--- config.mk ---
export PLATFORM = sky130hd
export DESIGN_NAME = fifo_rd_packer
export DESIGN_NICKNAME = d
export VERILOG_FILES = /design/src/rtl/fifo_rd_packer.sv
export SDC_FILE = /design/constraint.sdc
export NUM_CORES = 1
export LEC_CHECK = 0
export CORE_MARGIN = 4
export CORE_UTILIZATION = 30
export DETAILED_ROUTE_END_ITERATION = 12
export PLACE_DENSITY = 0.59
export REMOVE_ABC_BUFFERS = 1
export SLEW_MARGIN = 20
export SYNTH_ARGS = -nofsm -noshare
export SYNTH_HDL_FRONTEND = slang
export SYNTH_SLANG_ARGS = --single-unit
--- constraint.sdc ---
create_clock -name clk -period 1.7 [get_ports clk]
set_input_delay 0.17 -clock clk [delete_from_list [all_inputs] [get_ports clk]]
set_output_delay 0.17 -clock clk [all_outputs]
set_load 0.02 [all_outputs]
--- src/rtl/fifo_rd_packer.sv ---
// fifo_rd_packer: pops a 1-cycle-latency FIFO, packs N words per valid/ready beat, flushes partial beats with a keep mask
module fifo_rd_packer #(
  parameter int DW = 16,
  parameter int N  = 2
) (
  input  logic            clk,
  input  logic            rst,
  output logic            fifo_re,
  input  logic [DW-1:0]   fifo_dout,
  input  logic            fifo_valid,
  input  logic            fifo_empty,
  input  logic            fifo_under,
  input  logic            flush,
  output logic [N*DW-1:0] m_data,
  output logic [N-1:0]    m_keep,
  output logic            m_valid,
  output logic            m_last,
  input  logic            m_ready,
  output logic            busy,
  output logic            err_under
);
  localparam int CW = $clog2(N + 1);
  typedef enum logic [1:0] {RUN, FLUSH_WAIT, FLUSH_EMIT} state_t;
  state_t state_q, state_d;
  logic [CW-1:0] cnt_q, cnt_d;
  logic inflight_q, inflight_d;
  logic [N*DW-1:0] accum_q, accum_d, m_data_q, m_data_d, part_data;
  logic [N-1:0] m_keep_q, m_keep_d, part_keep;
  logic m_valid_q, m_valid_d, m_last_q, m_last_d, err_under_q, err_under_d;
  logic capture, out_free, full_load, part_load;
  always_comb begin
    capture = fifo_valid && inflight_q;
    out_free = !m_valid_q || m_ready;
    accum_d = accum_q;
    part_keep = '0;
    part_data = '0;
    for (int k = 0; k < N; k++) begin
      if (capture && cnt_q == CW'(k)) accum_d[k*DW +: DW] = fifo_dout;
      part_keep[k] = CW'(k) < cnt_q;
      if (part_keep[k]) part_data[k*DW +: DW] = accum_q[k*DW +: DW];
    end
    // the word arriving this cycle completes the beat and is merged into it
    full_load = out_free && (cnt_q == CW'(N) || (cnt_q == CW'(N - 1) && capture));
    part_load = state_q == FLUSH_EMIT && out_free && cnt_q != '0;
    fifo_re = rst && state_q == RUN && !fifo_empty && !flush && (cnt_q + CW'(inflight_q) < CW'(N));
    inflight_d = fifo_re;
    cnt_d = (full_load || part_load) ? '0 : cnt_q + CW'(capture);
    m_valid_d = full_load || part_load || (m_valid_q && !m_ready);
    m_data_d = full_load ? accum_d : part_load ? part_data : m_data_q;
    m_keep_d = full_load ? '1 : part_load ? part_keep : m_keep_q;
    m_last_d = full_load ? 1'b0 : part_load ? 1'b1 : m_last_q;
    err_under_d = err_under_q || fifo_under;
    state_d = state_q == RUN ? (flush ? FLUSH_WAIT : RUN) :
              state_q == FLUSH_WAIT ? ((!inflight_q && cnt_q != CW'(N)) ? FLUSH_EMIT : FLUSH_WAIT) :
              (out_free ? RUN : FLUSH_EMIT);
  end
  always_ff @(posedge clk) begin
    if (!rst) begin
      state_q <= RUN;
      cnt_q <= '0;
      inflight_q <= 1'b0;
      accum_q <= '0;
      m_data_q <= '0;
      m_keep_q <= '0;
      m_valid_q <= 1'b0;
      m_last_q <= 1'b0;
      err_under_q <= 1'b0;
    end else begin
      state_q <= state_d;
      cnt_q <= cnt_d;
      inflight_q <= inflight_d;
      accum_q <= accum_d;
      m_data_q <= m_data_d;
      m_keep_q <= m_keep_d;
      m_valid_q <= m_valid_d;
      m_last_q <= m_last_d;
      err_under_q <= err_under_d;
    end
  end
  assign m_data = m_data_q;
  assign m_keep = m_keep_q;
  assign m_valid = m_valid_q;
  assign m_last = m_last_q;
  assign err_under = err_under_q;
  assign busy = state_q != RUN || cnt_q != '0 || inflight_q || m_valid_q;
endmodule

# After elaboration in Yosys (flattened, before gate mapping)
# Cells that the tools add are included.
# totals
regBits	74
inputBits	23
out_inout_bits	39
# op_classes
addsub	2
order_cmp	3
eq_ne	5
n_mux	13
bitwise	1
n_reduce_logical	32
# ops
op	n
$mux W16	4
$mux W32	2
$logic_and A1 B1 Y1	12
$mux W2	6
$logic_or A1 B1 Y1	8
$reduce_bool A2 Y1	3
$logic_not A1 Y1	5
$add A2 B1 Y2	2
$eq A2 B1 Y1 const B	2
$eq A2 B2 Y1 const B	2
$logic_not A2 Y1	2
$lt A1 B2 Y1 const A	2
$reduce_or A2 Y1	2
$lt A2 B2 Y1 const B	1
$ne A2 B2 Y1 const B	1
$mux W1	1
$not A1 Y1	1

# Longest topological paths before layout
# logic_depth
ltp_word	6
mapped_depth	7
depth_no_buf	4

# Worst setup path before layout
# Ideal clock, no wire load.
# synth_path
path_type	register -> register
from	register cnt_q[1]
to	register m_data_q[13], in the netlist m_data[13]
t_arrival_ps	1609
required_time_ps	1577
setup_slack_ps	-32
stages_incl_launch_ff	8
n_path_buf	3
period_less_slack_ps	1732
cell_sequence	dfxtp_1 > buf_6 > nor4bb_1 > buf_2 > buf_2 > mux2i_1 > nor2_1 > a221o_2
# synth_between
elab_chain_len	5
# synth_rtl
item	line_no	text
start, declared	25	logic [CW-1:0] cnt_q, cnt_d;
start signal, assigned	70	cnt_q <= cnt_d;
branches (longest 5 deep; another with $lt A1 B2 Y1)	--	
end signal, assigned	73	m_data_q <= m_data_d;
end, declared	27	logic [N*DW-1:0] accum_q, accum_d, m_data_q, m_data_d, part_data;
# Several ways; the timed one is not identified. The select of a mux whose other input is x is not followed.
# A chain may end at the register's enable or synchronous reset.

# Worst setup path in the final report
# layout_path
from	register state_q[1]
to	output port fifo_re
# layout_between
elab_chain_len	5
# layout_rtl
item	line_no	text
start, declared	24	state_t state_q, state_d;
start signal, assigned	69	state_q <= state_d;
$logic_not A2 Y1	45	fifo_re = rst && state_q == RUN && !fifo_empty && !flush && (cnt_q + CW'(inflight_q) < CW'(N));
$logic_and A1 B1 Y1 (4 in a row)	45	
end, declared	8	output logic fifo_re,
# Every way passes these cells.

==> reports/metrics.cfg <==
[yosys]
synth_top_family_by_area=compound AO/OA/AOI/OAI gates
synthTopCellsByArea=dfxtp_1, a22o_1, a21o_1
synth-simple-area-share_pct=15.1
synth_area_per_cell_um2=10.0
synth-adder-area-share_pct=0.431
ys_types=38
synth_cells=290
synth_top_area_share_pct=51.0
synth_compound_area_share_pct=25.0
synth.largest_area_cell=dfxtp_1
syn_area_um2=2900
yosysSeqAreaShare_pct=51.0
synthArstFlopShare_pct=0
synth_seq_cells=74
synth.most_common_cell=dfxtp_1
ys.flop_type=dfxtp_1
synth_warnings=0
synth-xor-area-share_pct=0.603
synth-edff-count=0
synth_commonest_cells=dfxtp_1, nand2_1, a21o_1, a22o_1, a21boi_0
synth_mux_area_share_pct=3.10

[die]
die_area_um2=11300
initial_core_util_pct=31.1
core_area_um2=9330
pin_count=62
die_y_um=106
num_rows=35
die_x_um=106

[clock_network]
clk_latency_ns=0.34
cts_buffers=9
cts_root_buf=clkbuf_8
cts_tree=done
cts_buffer_depth=2
clock_sinks=74
h-tree-depth=3
path_clk_slew_ns=0.07

[worst_setup_path]
cp_data_required_time_ns=1.53
crit_type=reg -> out
reg2reg_from=cnt_q[1]
reg2reg_slack_ns=0.01
critPathCapture=fifo_re
cp.arrival_ns=1.52
crit_path_end_kind=primary output
startpoint=state_q[1]
path_max_fanout=2
r2r-end=m_data[4]
startpoint_type=flop
r2r_cells=7

[timing]
grt_setup_unrepaired=yes
period_needed_ns=1.69
hold_violations=0
setup_violations=0
worst_pin_slew_ns=0.489
final.setup.tns_ns=0
period_share_pct=99.3
finClkSkew_ns=0.00656
fmax_ghz=0.592
drv_slew=0
relSlewSlack_pct=67.4

[final_layout]
stdcell_area_um2=4160
final_net_count=395
filler_cell_count=916
instances_no_fill=505
fin_util_pct=44.6
layout-drive-gt1-share_pct=17.3
antenna-diode-count=0
syn2layout_area_growth_pct=43.2

[global_route]
overflow=0
grt_use_total_pct=13.3
grt_pass1_wl_mm=11.9
grt_antenna_before_repair=0
grt_pass1_vias=2364
grt_max_degree=54

[placement]
place_hpwl_mm=4.87
place_area_um2=3820
routabilityCongestion=0.723
port_buffers=61
dpl.cell_count=484

[route]
drt_iter0_markers=55
via_per_inst=4.67
drt-total-wl_mm=7.55
wl_per_cell_um=14.9
first_pass_iters=4
vias=2356
antenna_left=0
drc_errors=0

[status]
status=completed

[power_and_ir_drop]
power_leakage_nw=1.73
peakVddDrop_mv=0.463
p_per_area_nw_per_um2=840
power.total_w=0.00349

[flow_run]
drv_cap=0

[hold_path]
holdCritPathClass=in -> reg

## layout by cell type, fill, tap and decap left out, drive strengths merged, types with 2 or more instances in the layout
cell,n
o21a,2
clkbuf,17
a22o,25
nor2,9
mux2i,9
clkdlybuf4s50,58
nor3b,2
a221o,7
nand2,43
buf,32
nand3,9
nor3,2
o21ai,10
o31a,2
a21o,25
a21boi,17
and2,4
inv,2
dfxtp,74
bufinv,2
nor2b,10
## registers in the layout, summed over array words and instances (netlist names)
name        flops
accum_q        32
m_data         32
cnt_q           2
state_q         2
err_under       1
inflight_q      1
m_last          1
m_valid         1
m_keep          2
## worst min-delay path by stage
| stage | startpoint | to | slack, ns | depth (start not counted) |
|---|---|---|---|---|
| 6_report | rst | inflight_q | 0.23 | 3 |
| 3_5_place_dp | m_data[31] | m_data[31] | 0.44 | 1 |
| 3_3_place_gp | m_data[31] | m_data[31] | 0.43 | 1 |
| 5_1_grt | rst | inflight_q | 0.21 | 3 |
| 2_1_floorplan | fifo_empty | inflight_q | 0.25 | 1 |
| 4_1_cts | rst | inflight_q | 0.21 | 3 |
## area by class of cell
cell class / count / area, um2 / area share (%)
Clock inverter: 2 / 60.1 / 1.44
Clock buffer: 14 / 153 / 3.67
Tap cell: 129 / 161 / 3.88
Inverter: 2 / 7.51 / 0.181
Timing Repair Buffer: 93 / 955 / 23.0
Sequential cell: 74 / 1490 / 35.8
Multi-Input combinational cell: 191 / 1330 / 32.1
## worst max-delay path: stages, from the launching register on
cell and delay (ns):
dfxtp_2 0.32, or4b_4 0.54, nor3_2 0.16, buf_4 0.16
## routing by layer
| metal | GRT usage, % | vias up | part of all wire (%) |
|---|---|---|---|
| met2 | 21.2 | 56 | 46 |
| met4 | 4.53 | 0 | 1.3 |
| met1 | 16.7 | 1095 | 48 |
| li1 | - | 1195 | - |
| met5 | 0 | - | 0 |
| met3 | 4.49 | 10 | 5.3 |
## power breakdown
part | switching [W] | internal, W | total [W]
Sequential | 0.0000114 | 0.00175 | 0.00176
Combinational | 0.000109 | 0.000134 | 0.000244
Clock | 0.000616 | 0.000871 | 0.00149
Total | 0.000736 | 0.00276 | 0.00349
## cell families after synthesis
family | after synthesis
AOI/OAI and AO/OA | 91
xor gates and xnor gates | 2
adders and majority gates | 1
buffers and inverters | 25
DFF | 74
muxes | 9
and+or+nand+nor | 88
## metrics by stage
step	hold slack (ns)	setup WS, ns
finish	0.230	0.0120
global route	0.213	-0.0456
CTS	0.211	-0.0421
detailed placement	0.441	-0.516
global placement	0.434	-0.518
floorplan	0.248	-1.67
## what timing repair did
| action | CTS | global route |
|---|---|---|
| resized for setup | 13 | 13 |
| cloned | 0 | 3 |
| endpoints found under the setup margin | 21 | 27 |
| hold buffers | 0 | 0 |
| pin swaps | 1 | 11 |
| buffers inserted | 0 | 2 |
No activity file was read; power rests on OpenSTA's default activity.
